===== src/rtl/icache_refill_axi.sv =====
// -----------------------------------------------------------------------------
// icache_refill_axi
//
// AXI4 read master on the instruction-cache miss path. Takes a line refill
// request from the icache, issues one LINE_BEATS x 64-bit INCR burst for the
// 64-byte-aligned line, buffers the returned beats, raises done_o, and then
// serves 64-bit words of the line (selected by fifo_idx_i[8:6]) until the
// icache releases it with fifo_done_i or by dropping req_i.
//
// Optional build macro: ICACHE_REFILL_PERF_EN
//   Adds perf_refill_cnt (bursts started) and perf_busy_cyc (cycles spent in
//   ADDR or DATA). Both are 32-bit, reset to zero and wrap.
//
// Ports:
//   clk, rst           core clock, asynchronous active-high reset
//   req_i, req_addr_i  level refill request and line address from icache
//   fifo_idx_i         bit index into the line buffer (multiple of 64)
//   fifo_done_i        one-cycle pulse: icache finished reading the line
//   done_o             line buffered and readable
//   data_o             line word selected by fifo_idx_i[8:6] (combinational)
//   err_o              sticky error for the current refill
//   ar*                AXI4 read address channel (master side)
//   r*                 AXI4 read data channel (master side)
//   perf_*             performance counters (ICACHE_REFILL_PERF_EN only)
// -----------------------------------------------------------------------------
module icache_refill_axi #(
  parameter int unsigned     ID_W       = 4,
  parameter logic [ID_W-1:0] AXI_ID     = {ID_W{1'b0}},
  parameter int unsigned     LINE_BEATS = 8
) (
  input  logic            clk,
  input  logic            rst,
  input  logic            req_i,
  input  logic [63:0]     req_addr_i,
  input  logic [8:0]      fifo_idx_i,
  input  logic            fifo_done_i,
  output logic            done_o,
  output logic [63:0]     data_o,
  output logic            err_o,
  output logic [ID_W-1:0] arid,
  output logic [63:0]     araddr,
  output logic [7:0]      arlen,
  output logic [2:0]      arsize,
  output logic [1:0]      arburst,
  output logic            arvalid,
  input  logic            arready,
  input  logic [63:0]     rdata,
  input  logic [1:0]      rresp,
  input  logic            rlast,
  input  logic            rvalid,
  output logic            rready
`ifdef ICACHE_REFILL_PERF_EN
  ,
  output logic [31:0]     perf_refill_cnt,
  output logic [31:0]     perf_busy_cyc
`endif
);

  // The line is fixed at 8 x 64-bit words, so the beat counter is 3 bits.
  localparam int unsigned       BEAT_W    = 3;
  localparam logic [BEAT_W-1:0] LAST_BEAT = BEAT_W'(LINE_BEATS - 1);

  typedef enum logic [1:0] {
    ST_IDLE = 2'b00,
    ST_ADDR = 2'b01,
    ST_DATA = 2'b10,
    ST_HOLD = 2'b11
  } state_t;

  state_t              state_r, state_s;
  logic                arvalid_r, arvalid_s;
  logic                rready_r, rready_s;
  logic                done_r, done_s;
  logic                err_r, err_s;
  logic [63:0]         araddr_r, araddr_s;
  logic [BEAT_W-1:0]   beat_cnt_r, beat_cnt_s;
  // Set once all 8 beats are stored but rlast has not arrived yet: further
  // beats are accepted and discarded so they cannot overwrite the line.
  logic                drain_r, drain_s;
  logic                buf_we_s;
  logic                r_fire_s;
  logic [63:0]         line_buf [LINE_BEATS];

  // Low address/index bits are intentionally ignored (line-aligned access).
  logic                unused_s;
  assign unused_s = ^{fifo_idx_i[5:0], req_addr_i[5:0]};

  assign r_fire_s = rvalid & rready_r;

  // Next-state and next-output logic for the refill FSM.
  always_comb begin
    state_s    = state_r;
    arvalid_s  = arvalid_r;
    rready_s   = rready_r;
    done_s     = done_r;
    err_s      = err_r;
    araddr_s   = araddr_r;
    beat_cnt_s = beat_cnt_r;
    drain_s    = drain_r;
    buf_we_s   = 1'b0;

    case (state_r)
      ST_IDLE: begin
        // A release pulse blocks acceptance so a request held high across
        // the release cycle starts a new burst only on the following cycle.
        if (req_i && !fifo_done_i) begin
          state_s    = ST_ADDR;
          araddr_s   = {req_addr_i[63:6], 6'b000000};
          arvalid_s  = 1'b1;
          err_s      = 1'b0;
          beat_cnt_s = {BEAT_W{1'b0}};
          drain_s    = 1'b0;
        end else begin
          state_s = ST_IDLE;
        end
      end

      ST_ADDR: begin
        if (arready) begin
          arvalid_s = 1'b0;
          rready_s  = 1'b1;
          state_s   = ST_DATA;
        end else begin
          arvalid_s = 1'b1;
        end
      end

      ST_DATA: begin
        if (r_fire_s) begin
          if (rresp != 2'b00) begin
            err_s = 1'b1;
          end else begin
            err_s = err_r;
          end

          if (drain_r) begin
            // Overlong burst: discard beats until the slave ends it.
            if (rlast) begin
              rready_s = 1'b0;
              done_s   = 1'b1;
              state_s  = ST_HOLD;
            end else begin
              state_s = ST_DATA;
            end
          end else begin
            buf_we_s   = 1'b1;
            beat_cnt_s = beat_cnt_r + 3'd1;
            if (rlast) begin
              // Early rlast leaves part of the line unfilled.
              if (beat_cnt_r != LAST_BEAT) begin
                err_s = 1'b1;
              end else begin
                err_s = err_s;
              end
              rready_s = 1'b0;
              done_s   = 1'b1;
              state_s  = ST_HOLD;
            end else if (beat_cnt_r == LAST_BEAT) begin
              err_s   = 1'b1;
              drain_s = 1'b1;
            end else begin
              state_s = ST_DATA;
            end
          end
        end else begin
          state_s = ST_DATA;
        end
      end

      ST_HOLD: begin
        if (fifo_done_i || !req_i) begin
          done_s  = 1'b0;
          state_s = ST_IDLE;
        end else begin
          done_s = 1'b1;
        end
      end

      default: begin
        state_s   = ST_IDLE;
        arvalid_s = 1'b0;
        rready_s  = 1'b0;
        done_s    = 1'b0;
      end
    endcase
  end

  // FSM state and registered control/output register bank.
  always_ff @(posedge clk or posedge rst) begin
    if (rst) begin
      state_r    <= ST_IDLE;
      arvalid_r  <= 1'b0;
      rready_r   <= 1'b0;
      done_r     <= 1'b0;
      err_r      <= 1'b0;
      araddr_r   <= 64'h0;
      beat_cnt_r <= {BEAT_W{1'b0}};
      drain_r    <= 1'b0;
    end else begin
      state_r    <= state_s;
      arvalid_r  <= arvalid_s;
      rready_r   <= rready_s;
      done_r     <= done_s;
      err_r      <= err_s;
      araddr_r   <= araddr_s;
      beat_cnt_r <= beat_cnt_s;
      drain_r    <= drain_s;
    end
  end

  // Line buffer write port; contents are deliberately not reset.
  always_ff @(posedge clk) begin
    if (buf_we_s) begin
      line_buf[beat_cnt_r] <= rdata;
    end
  end

  assign data_o  = line_buf[fifo_idx_i[8:6]];
  assign done_o  = done_r;
  assign err_o   = err_r;
  assign arvalid = arvalid_r;
  assign rready  = rready_r;
  assign araddr  = araddr_r;
  assign arid    = AXI_ID;
  assign arlen   = 8'(LINE_BEATS - 1);
  assign arsize  = 3'b011;
  assign arburst = 2'b01;

`ifdef ICACHE_REFILL_PERF_EN
  logic [31:0] perf_refill_cnt_r;
  logic [31:0] perf_busy_cyc_r;

  // Refill and busy-cycle counters; both wrap naturally at 2^32.
  always_ff @(posedge clk or posedge rst) begin
    if (rst) begin
      perf_refill_cnt_r <= 32'h0;
      perf_busy_cyc_r   <= 32'h0;
    end else begin
      if ((state_r == ST_IDLE) && (state_s == ST_ADDR)) begin
        perf_refill_cnt_r <= perf_refill_cnt_r + 32'd1;
      end
      if ((state_r == ST_ADDR) || (state_r == ST_DATA)) begin
        perf_busy_cyc_r <= perf_busy_cyc_r + 32'd1;
      end
    end
  end

  assign perf_refill_cnt = perf_refill_cnt_r;
  assign perf_busy_cyc   = perf_busy_cyc_r;
`endif

endmodule


===== config.mk =====
export PLATFORM = sky130hd
export DESIGN_NAME = icache_refill_axi
export DESIGN_NICKNAME = d
export VERILOG_FILES = /design/src/rtl/icache_refill_axi.sv
export SDC_FILE = /design/constraint.sdc
export NUM_CORES = 1
export LEC_CHECK = 0
export CAP_MARGIN = 20
export CORE_MARGIN = 5
export CORE_UTILIZATION = 55
export DETAILED_ROUTE_END_ITERATION = 8
export GPL_TIMING_DRIVEN = 1
export PLACE_DENSITY_LB_ADDON = 0.05
export SETUP_SLACK_MARGIN = 0.5
export SLEW_MARGIN = 30
export SYNTH_ARGS = -nofsm -noshare
export SYNTH_HDL_FRONTEND = slang
export SYNTH_SLANG_ARGS = --single-unit

===== constraint.sdc =====
create_clock -name clk -period 6.8 [get_ports clk]
set_input_delay 1.36 -clock clk [delete_from_list [all_inputs] [get_ports clk]]
set_output_delay 1.36 -clock clk [all_outputs]
set_load 0.005 [all_outputs]

After elaboration in Yosys (flattened, before gate mapping)
Memories as Yosys holds them, arrays and structs flattened.
Cells that the tools add are included.
{"block": "op_classes", "n_bitwise": 1, "n_eq_ne": 12, "add_sub_neg": 1, "n_mux": 42, "n_reduce_logical": 17}
{"op": "1-bit two-way mux", "count": 26}
{"op": "2-bit two-way mux", "count": 6}
{"op": "2-bit != test (second input constant)", "count": 6}
{"op": "1-bit one-hot mux with 2 select lines", "count": 5}
{"op": "2-bit nonzero test", "count": 5}
{"op": "3-bit two-way mux", "count": 3}
{"op": "3-bit AND reduction", "count": 3}
{"op": "2-bit one-hot mux with 4 select lines", "count": 1}
{"op": "4-bit AND reduction", "count": 2}
{"op": "3-bit one-hot mux with 2 select lines", "count": 1}
{"op": "5-bit != test (second input constant)", "count": 1}
{"op": "2-bit == test (second input constant)", "count": 2}
{"op": "2-bit AND reduction", "count": 2}
{"op": "3-bit by 1-bit adder with 3-bit output (second input constant)", "count": 1}
{"op": "3-bit == test (second input constant)", "count": 1}
{"op": "3-bit != test (second input constant)", "count": 1}
{"op": "2-bit by 1-bit == test with 1-bit output (second input constant)", "count": 1}
{"op": "1-bit logical NOT", "count": 2}
{"op": "2-bit logical NOT", "count": 1}
{"op": "1-bit bitwise AND", "count": 1}
{"op": "1-bit logical AND", "count": 1}
{"op": "1-bit logical OR", "count": 1}
{"block": "word_totals", "mem_count": 1, "ff_bits": 68, "ram_bits": 512, "elab_cells": 82, "inputBits": 146}
{"name": "line_buf", "depth": 8, "width": 64, "rd": 1, "rd_ports_with_merged_regs": 0, "wr": 1, "line_no": "82", "source": "logic [63:0] line_buf [LINE_BEATS];"}

Logic depth before layout (Yosys ltp)
Gate-level depths: netlist of the first run.
{"block": "logic_depth", "depth_word": 7, "depth_mapped": 8, "ltp_nobuf": 6}

Worst setup path before layout of the first run
Ideal clock, no wire load.
{"block": "synth_timing", "path_kind": "input -> register", "startpoint": "input rvalid", "endpoint": "memory line_buf[0][0], enable pin", "t_arrival_ps": 6097, "n_path_buf": 0, "setup_slack_ps": 139, "setup_ps": 565, "path_stages": 3, "required_time_ps": 6235, "path_cell_list": "and4b_1 > nand2b_1 > nor3_1"}
{"block": "synth_between", "elab_chain_len": 5}
{"element": "from (decl)", "line_no": "50", "source": "input logic rvalid,"}
{"element": "1-bit bitwise AND", "line_no": "88", "source": "assign r_fire_s = rvalid & rready_r;"}
{"element": "1-bit two-way mux", "line_no": "129", "source": "if (r_fire_s) begin"}
{"element": "1-bit two-way mux", "line_no": "102", "source": "case (state_r)"}
{"element": "1-bit two-way mux", "line_no": "213", "source": "if (buf_we_s) begin"}
{"element": "1-bit two-way mux (implied by the code)", "line_no": "214", "source": "line_buf[beat_cnt_r] <= rdata;"}
{"element": "to (decl)", "line_no": "82"}
No other way between the ends.

Final worst setup path of the first run
{"block": "layout_timing", "startpoint": "input fifo_idx_i[6]", "endpoint": "output data_o[22]"}
{"block": "layout_between", "elab_chain_len": 1}
{"element": "from (decl)", "line_no": "35", "source": "input logic [8:0] fifo_idx_i,"}
{"element": "memory read 8 x 64 bit"}
{"element": "to (decl)", "line_no": "38", "source": "output logic [63:0] data_o,"}
No other way between the ends.

==> results.json, run 1 <==
{
  "synthXorXnorAreaFrac_pct": 0,
  "fillerInstances": 2609,
  "synth_compound_area_share_pct": 0.529,
  "finalCritPeriodShare_pct": 74.6,
  "critPathKind": "in -> out",
  "synthTopCellsByArea": "edfxtp_1 (69%), mux4_2 (13%), dfrtp_1 (7.6%), mux2_2 (3.3%), nand2_1 (3.0%)",
  "drt_iter0_markers": 628,
  "grt_max_degree": 62,
  "synthMuxAreaShare_pct": 16.3,
  "fmax_mhz": 197,
  "drc": 0,
  "coreArea_um2": 39900,
  "die_w_um": 211,
  "ff_latch_area_um2": 17100,
  "hpwl_um": 26300,
  "cts_sinks": 580,
  "setup_slack_ns": 1.73,
  "pre_cts_ws_ns": 1.64,
  "setup_viol": 0,
  "postCtsSetupRepairBufs": 0,
  "drive_gt1_share_pct": 22.4,
  "ys_top_cells_by_count": "edfxtp_1 (512), nand2_1 (179), mux4_2 (128)",
  "cts-buffers-inserted": 57,
  "tightestPinTransition_ns": 0.924,
  "finalClockSkew_ns": 0.0201,
  "io_pins": 295,
  "hold_viol": 0,
  "synth_edf_count": 512,
  "p_leak_nw": 9.36,
  "htreeDepth": 2,
  "worstSkewPairLatency_ns": 0.60,
  "synth_top_area_share_pct": 69.1,
  "die_area_um2": 44600,
  "power_mw": 8.52,
  "synth_top_family_by_area": "multiplexers",
  "num_vias": 10892,
  "async_flop_share_pct": 11.7,
  "yosys.cell_types.count": 33,
  "rsz0062_at_grt": "false",
  "rows": 73,
  "grt_pass1_wl_um": 70200,
  "avgViaCountPerCell": 5.58,
  "start_util_pct": 55.8,
  "fin_setup_tns_ns": 0,
  "synth_adder_area_share_pct": 0.450,
  "cp_data_arrival_time_ns": 3.71,
  "synth_simple_gate_area_share_pct": 3.69,
  "cp-start-kind": "input pin",
  "place_congestion": 0.761,
  "avgRoutedWirePerCell_um": 23.2,
  "placed_cells": 1846,
  "cts-root-buf": "clkbuf_16",
  "drv_cap": 0,
  "cts_hold_buf": 0,
  "ys_ff_latch": 580,
  "nets": 1534,
  "die_h_um": 211,
  "detail-route-antenna-nets": 0,
  "status": "finished clean",
  "critPathRequiredTime_ns": 5.44,
  "worst-path-max-fanout": 50,
  "synth_most_common_cell": "edfxtp_1",
  "ys_seq_area_share_pct": 76.7,
  "port_buffers": 259,
  "synth_top_area_cell": "edfxtp_1",
  "slew_viol_final": 0,
  "synthFlopType": "edfxtp_1",
  "end_kind": "primary output",
  "syn_to_final_growth_pct": 22.8,
  "hold_path.class": "reg -> reg",
  "antenna_found_initial": 5,
  "cts_resized": 0,
  "dr.pass1.iters": 5,
  "irDropWorstVdd_mv": 0.275,
  "avgSynthCellArea_um2": 20.5,
  "syn_area_um2": 22300,
  "final_cells": 1953,
  "clk_pin_slew_ns": 0.06,
  "multiInputGateArea_um2": 4830,
  "drt_wl_total_um": 45400,
  "syn_inst": 1086,
  "cts_buffer_depth": 3,
  "period_needed_ns": 5.07,
  "gr-total-overflow": 0,
  "synth-warning-count": 0,
  "cts_tree": "built",
  "utilization_pct": 68.4,
  "relSlewSlack_pct": 38.3,
  "powerDensity_nw_per_um2": 312,
  "grt_use_total_pct": 20.8,
  "grt_pass1_vias": 11731
}
-- state kept, by name, indices dropped and copies added, names as in the netlist --
name,count
araddr,58
arvalid,1
beat_cnt_r,3
done_o,1
drain_r,1
err_o,1
line_buf,512
rready,1
state_r,2
-- per-layer routing --
| layer | share of wire (%) | GRT usage (%) |
|---|---|---|
| met2 | 49 | 33.2 |
| met3 | 7.6 | 5.66 |
| met5 | 0.093 | 0 |
| met4 | 1.7 | 4.76 |
| met1 | 42 | 29.2 |
-- layout make-up --
type | instances | share of cell area (%)
flip-flops and latches | 580 | 62.5
diodes | 1 | 0.00916
clock inverters | 33 | 0.943
multi-input cells | 448 | 17.7
inverters | 7 | 0.0962
well taps | 525 | 2.40
clock buffers | 73 | 5.82
repair buffers | 286 | 10.5
-- critical path, stage by stage --
cell,delay (ns)
clkbuf_8,0.49
buf_4,0.48
mux4_2,0.54
mux2_2,0.27
clkdlybuf4s50_1,0.52
-- worst paths after layout --
check	from	endpoint	slack (ns)	depth (start not counted)
min in group asynchronous	rst	araddr[33]$_DFFE_PP0P_	1.18	2
setup / recovery	fifo_idx_i[6]	data_o[22]	1.73	5
hold reg to reg	araddr[27]$_DFFE_PP0P_	araddr[27]$_DFFE_PP0P_	0.47	2
max in group asynchronous	rst	araddr[53]$_DFFE_PP0P_	4.67	3
hold / removal	araddr[27]$_DFFE_PP0P_	araddr[27]$_DFFE_PP0P_	0.47	2
setup reg to reg	state_r[0]$_DFFE_PP0P_	line_buf[4][7]$_DFFE_PP_	3.61	7
-- cells in the final DEF, fill, tap and decap left out, drive strengths merged, types with 3 or more instances in the layout --
| master | synthesis | final |
|---|---|---|
| buf | 51 | 29 |
| mux4 | 128 | 128 |
| nor2b | 4 | 4 |
| clkinv | 0 | 27 |
| a21oi | 3 | 3 |
| ha | 8 | 8 |
| inv | 7 | 8 |
| o21ai | 5 | 5 |
| nor3 | 3 | 3 |
| conb | 2 | 23 |
| dfrtp | 68 | 68 |
| clkdlybuf4s50 | 0 | 256 |
| edfxtp | 512 | 512 |
| clkbuf | 21 | 74 |
| bufinv | 0 | 4 |
| nand2 | 179 | 179 |
| nand2b | 4 | 4 |
| mux2 | 66 | 66 |
| nor2 | 8 | 8 |
-- metrics by stage --
| stage | hold slack (ns) | cell area, µm² |
|---|---|---|
| after floorplan | 0.470 | 22300 |
| after global placement | 0.457 | 25400 |
| after detailed placement | 0.461 | 25500 |
| after CTS | 0.476 | 27300 |
| after global routing | 0.490 | 27300 |
| final | 0.471 | 27300 |
-- kinds of logic (layout without fill, tap and decap cells) --
| kind of cell | count (synthesis) | in the layout |
|---|---|---|
| compound gates | 17 | 17 |
| flops | 580 | 580 |
| other cells | 2 | 24 |
| buf+inv | 79 | 399 |
| simple gates | 205 | 205 |
| fa+ha+maj | 8 | 8 |
| mux | 195 | 195 |
-- power by group --
group	switching [mW]	internal, mW
clock	1.28	1.79
combinational	0.506	0.667
sequential	0.127	4.15
Power figures use the tool's default switching activity.
==> run 2: changes to the inputs <==
==> constraint.sdc (replaced) <==
create_clock -name clk -period 4.75 [get_ports clk]
set_input_delay 0.95 -clock clk [delete_from_list [all_inputs] [get_ports clk]]
set_output_delay 0.95 -clock clk [all_outputs]
set_load 0.005 [all_outputs]
==> run 2 against run 1 <==
- hold slack got worse by 0.0014 ns
- setup slack lost 0.91 ns
- clock power up 36%
- routed wire length hardly changed
- final cell count down 0.31%
- core utilization decreased by 0.12 points
- sequential share of layout area grew 0.11 points
- global-route usage is 0.095 points higher
- non-clock buffer count is 6 higher
- register-to-register slack worse by 1.6 ns
- design area shrank 0.17%
==> results.json, run 2 (same netlist as run 1, synthesis figures left out) <==
{
  "status": "finished clean",
  "rsz0062_at_grt": "false",
  "die_w_um": 211,
  "hpwl_um": 26600,
  "top_register": "line_buf",
  "top_usage_layer": "met2",
  "largest_register_ffs": 512,
  "drt_wl_total_um": 45400,
  "cts_hold_buf": 0,
  "fmax_mhz": 254,
  "power_mw": 12.0,
  "worstSkewPairLatency_ns": 0.59,
  "cts_buffer_depth": 3,
  "num_vias": 10818,
  "finalClockSkew_ns": 0.0154,
  "cp-start-kind": "input pin",
  "worst-path-max-fanout": 33,
  "met1_usage_pct": 29.0,
  "irDropWorstVdd_mv": 0.394,
  "tightestPinTransition_ns": 0.836,
  "drc": 0,
  "p_leak_nw": 9.32,
  "detail-route-antenna-nets": 0,
  "setup_viol": 0,
  "drv_cap": 0,
  "postCtsSetupRepairBufs": 0,
  "io_pins": 295,
  "antenna_found_initial": 3,
  "finalCritPeriodShare_pct": 82.8,
  "clk_pin_slew_ns": 0.06,
  "place_congestion": 0.771,
  "final_common_cell": "edfxtp_1",
  "cp_data_arrival_time_ns": 2.98,
  "die_area_um2": 44600,
  "nets": 1539,
  "rows": 73,
  "coreArea_um2": 39900,
  "drive_gt1_share_pct": 22.4,
  "grt_use_total_pct": 20.9,
  "grt_pass1_wl_um": 70500,
  "cts_sinks": 580,
  "cts_resized": 0,
  "avgRoutedWirePerCell_um": 23.3,
  "htreeDepth": 2,
  "slew_viol_final": 0,
  "hold_path.class": "reg -> reg",
  "die_h_um": 211,
  "cts_tree": "built",
  "drt_iter0_markers": 703,
  "start_util_pct": 55.8,
  "grt_max_degree": 64,
  "grt_pass1_vias": 11809,
  "critPathRequiredTime_ns": 3.80,
  "met2_usage_pct": 33.8,
  "powerDensity_nw_per_um2": 440,
  "gr-total-overflow": 0,
  "port_buffers": 259,
  "cts-buffers-inserted": 56,
  "syn_to_final_growth_pct": 22.6,
  "worstRegToRegCells": 6,
  "fin_setup_tns_ns": 0,
  "end_kind": "primary output",
  "hold_viol": 0,
  "dr.pass1.iters": 5,
  "critPathKind": "in -> out",
  "met3_usage_pct": 5.23,
  "avgViaCountPerCell": 5.56,
  "most-common-layout-cells": "edfxtp_1 (512), clkdlybuf4s50_1 (256), nand2_1 (179)",
  "period_needed_ns": 3.93,
  "cts-root-buf": "clkbuf_16",
  "relSlewSlack_pct": 44.3,
  "hold_depth": 2
}
[run 2: final timing paths]
path	from	slack [ns]	to
setup / recovery	fifo_idx_i[6]	0.82	data_o[31]
hold / removal	araddr[53]$_DFFE_PP0P_	0.47	araddr[53]$_DFFE_PP0P_
setup reg to reg	state_r[0]$_DFFE_PP0P_	1.97	line_buf[0][40]$_DFFE_PP_
hold reg to reg	araddr[53]$_DFFE_PP0P_	0.47	araddr[53]$_DFFE_PP0P_
max in group asynchronous	rst	3.04	araddr[6]$_DFFE_PP0P_
min in group asynchronous	rst	0.76	araddr[45]$_DFFE_PP0P_
[run 2: per-stage QoR]
stage	setup slack, ns	instance area, µm²	hold WS, ns	std cells	util [%]
global placement	0.750	25500	0.458	1851	64.0
finish	0.815	27300	0.470	1947	68.3
global route	0.674	27300	0.490	1947	68.3
CTS	0.755	27300	0.477	1946	68.3
detailed placement	0.772	25500	0.462	1852	64.0
floorplan	0.217	22300	0.470	1107	-
[run 2: per-layer routing]
layer  vias up  part of all wire [%]
met2       344                    50
met5         -                 0.046
met3        57                   7.5
met1      5566                    41
met4         4                   1.9
li1       4847                     -
[run 2: report_power, final]
part / internal (mW) / total (mW) / leakage (nW) / switching, mW
sequential: 5.94 / 6.12 / 5.45 / 0.187
clock: 2.40 / 4.18 / 0.825 / 1.78
combinational: 0.967 / 1.70 / 3.04 / 0.736
total: 9.30 / 12.0 / 9.32 / 2.71
[run 2: area by class of cell]
class,count,area [µm²]
flip-flops and latches,580,17100
inverters,7,26.3
multi-input cells,448,4830
well taps,525,657
fillers,2578,12600
diodes,1,2.50
clock buffers,71,1510
clock inverters,23,214
repair buffers,292,2960
[run 2: critical path, stage by stage]
cell and delay (ns):
clkbuf_8 0.40, buf_12 0.27, mux4_2 0.55, mux2_2 0.28, clkdlybuf4s50_1 0.49
==> run 3: changes to the inputs <==
==> constraint.sdc (replaced) <==
create_clock -name clk -period 3.7 [get_ports clk]
set_input_delay 0.74 -clock clk [delete_from_list [all_inputs] [get_ports clk]]
set_output_delay 0.74 -clock clk [all_outputs]
set_load 0.005 [all_outputs]
==> run 3 against run 2 <==
- clock skew is 0.0048 ns higher
- clock-buffer cell count is 5 higher
- non-clock buffer count is 25 higher
- combinational power is 31% higher
- register-to-register slack worse by 0.91 ns
- routed wire length is 1.2% higher
- critical path depth stayed put
- power is 30% higher
- clock power is 31% higher
- design area is 1.9% higher
- flip-flop and latch count stayed put
- core utilization is 1.3 points higher
- critical endpoint is now data_o[8]
- largest power group unchanged
- highest routed layer unchanged
==> results.json, run 3 (same netlist as run 1, synthesis figures left out) <==
{
  "cp_num_buf_inv": 3,
  "holdPathEnd": "araddr[6]$_DFFE_PP0P_",
  "tightestPinTransition_ns": 0.736,
  "nets": 1564,
  "fillerInstances": 2514,
  "crit_family": "buffers and inverters",
  "status": "finished clean",
  "num_vias": 10912,
  "die_h_um": 211,
  "placed_cells": 1856,
  "rrSetupSlack_ns": 1.06,
  "hold_path.class": "reg -> reg",
  "largest_register_ffs": 512,
  "fin_setup_tns_ns": 0,
  "cp_common_cell": "clkbuf_16",
  "rsz0062_at_grt": "true",
  "avgViaCountPerCell": 5.51,
  "rows": 73,
  "end_kind": "primary output",
  "final_cells": 1981,
  "die_w_um": 211,
  "port_buffers": 259,
  "drive_gt1_share_pct": 23.6,
  "syn_to_final_growth_pct": 24.9,
  "gr-total-overflow": 0,
  "hold_viol": 0,
  "top_usage_layer": "met2",
  "start_util_pct": 55.8,
  "cp_cell_sequence": "clkbuf_16 > clkbuf_16 > mux4_2 > mux2_2 > clkdlybuf4s50_1",
  "grt_max_degree": 65,
  "place_congestion": 0.798,
  "drt_wl_total_um": 46000,
  "worstRegToRegCells": 6,
  "cp_data_arrival_time_ns": 2.45,
  "detail-route-antenna-nets": 0,
  "worst-path-max-fanout": 11,
  "cts_tree": "built",
  "grt_pass1_wl_um": 69900,
  "cts_buffer_depth": 3,
  "powerDensity_nw_per_um2": 560,
  "drv_cap": 0,
  "met1_usage_pct": 28.5,
  "io_pins": 295,
  "p_leak_nw": 9.66,
  "irDropWorstVdd_mv": 0.528,
  "timing.rr.end": "line_buf[4][40]$_DFFE_PP_",
  "cts_sinks": 580,
  "worstSkewPairLatency_ns": 0.60,
  "fmax_mhz": 313,
  "critPathRequiredTime_ns": 2.96,
  "finalCritPeriodShare_pct": 86.2,
  "cts-root-buf": "clkbuf_16",
  "min_from": "araddr[6]$_DFFE_PP0P_",
  "cts-buffers-inserted": 56,
  "power_mw": 15.6,
  "setup_viol": 0,
  "slew_viol_final": 0,
  "finalClockSkew_ns": 0.0202,
  "drc": 0,
  "met3_usage_pct": 6.10,
  "antenna_found_initial": 1,
  "critPathKind": "in -> out",
  "utilization_pct": 69.7,
  "final_common_cell": "edfxtp_1",
  "met2_usage_pct": 33.4,
  "slowest_delay_ns": 0.50,
  "period_needed_ns": 3.19,
  "avgRoutedWirePerCell_um": 23.2,
  "die_area_um2": 44600,
  "grt_pass1_vias": 11787,
  "cp-start-kind": "input pin",
  "diodes": 0,
  "hold_depth": 2,
  "hpwl_um": 26300,
  "drt_iter0_markers": 723,
  "htreeDepth": 2,
  "clk_pin_slew_ns": 0.06,
  "relSlewSlack_pct": 50.9,
  "top_register": "line_buf",
  "grt_use_total_pct": 20.6,
  "pre_cts_ws_ns": 0.352,
  "dr.pass1.iters": 5,
  "crit-reg2reg-launch": "state_r[0]$_DFFE_PP0P_",
  "setup_slack_ns": 0.510,
  "cts_hold_buf": 0,
  "coreArea_um2": 39900,
  "slowest_stage": "clkdlybuf4s50_1",
  "most-common-layout-cells": "edfxtp_1 (512), clkdlybuf4s50_1 (244), nand2_1 (178)"
}
run 3: cell types whose count changed in the layout (fill, tap and decap cells not counted), sizes merged:
cell,change
clkinvlp,-4
clkdlybuf4s50,-12
clkbuf,+8
dlymetal6s2s,+11
buf,+22
dlygate4sd2,+1
bufinv,+1
clkinv,+9
diode,-1
inv,-1
run 3: per-layer routing:
layer | vias to the layer above | routed length (µm)
met5 | - | 16
met4 | 2 | 764
met3 | 58 | 3240
met2 | 299 | 23100
met1 | 5645 | 18900
li1 | 4908 | -
run 3: worst max-delay path by stage:
stage	slack, ns	cells after the start	end	start
final	0.51	5	data_o[8]	fifo_idx_i[6]
after global routing	0.46	5	data_o[21]	fifo_idx_i[6]
after CTS	0.42	5	data_o[2]	fifo_idx_i[6]
after detailed placement	0.35	5	data_o[18]	fifo_idx_i[6]
after global placement	0.34	5	data_o[18]	fifo_idx_i[6]
after floorplan	0.32	6	line_buf[4][0]$_DFFE_PP_	state_r[0]$_DFFE_PP0P_
run 3: worst register-to-register path, cell delays in order (launching register included):
cell	delay, ns
dfrtp_1	0.41
inv_1	0.12
ha_1	0.34
and4b_2	0.35
nand2b_1	0.28
nor2_4	0.51
buf_12	0.30
run 3: power breakdown:
group | switching [mW] | internal, mW | total, mW
sequential | 0.247 | 7.62 | 7.87
combinational | 0.948 | 1.29 | 2.23
clock | 2.32 | 3.15 | 5.46
total | 3.51 | 12.1 | 15.6
run 3: final cells by class:
| cell class | instances | area [µm²] | share of cell area (%) |
|---|---|---|---|
| Clock buffer | 76 | 1520 | 5.46 |
| Clock inverter | 28 | 243 | 0.873 |
| Inverter | 7 | 26.3 | 0.0945 |
| Multi-Input combinational cell | 448 | 4830 | 17.4 |
| Sequential cell | 580 | 17100 | 61.4 |
| Tap cell | 525 | 657 | 2.36 |
| Timing Repair Buffer | 317 | 3450 | 12.4 |
run 3: through the flow:
stage,hold WS (ns),cell area (µm²)
detailed placement,0.462,25700
finish,0.471,27800
floorplan,0.470,22400
CTS,0.477,27500
global placement,0.456,25700
global route,0.501,27800
run 3: repair_timing:
| item | 4_1_cts | 5_1_grt |
|---|---|---|
| setup buffers | 1 | 15 |
| resized for setup | 7 | 18 |
| endpoints found under the setup margin | 61 | 58 |
| endpoints found under the hold margin | 0 | 0 |
| gates cloned | 1 | 4 |
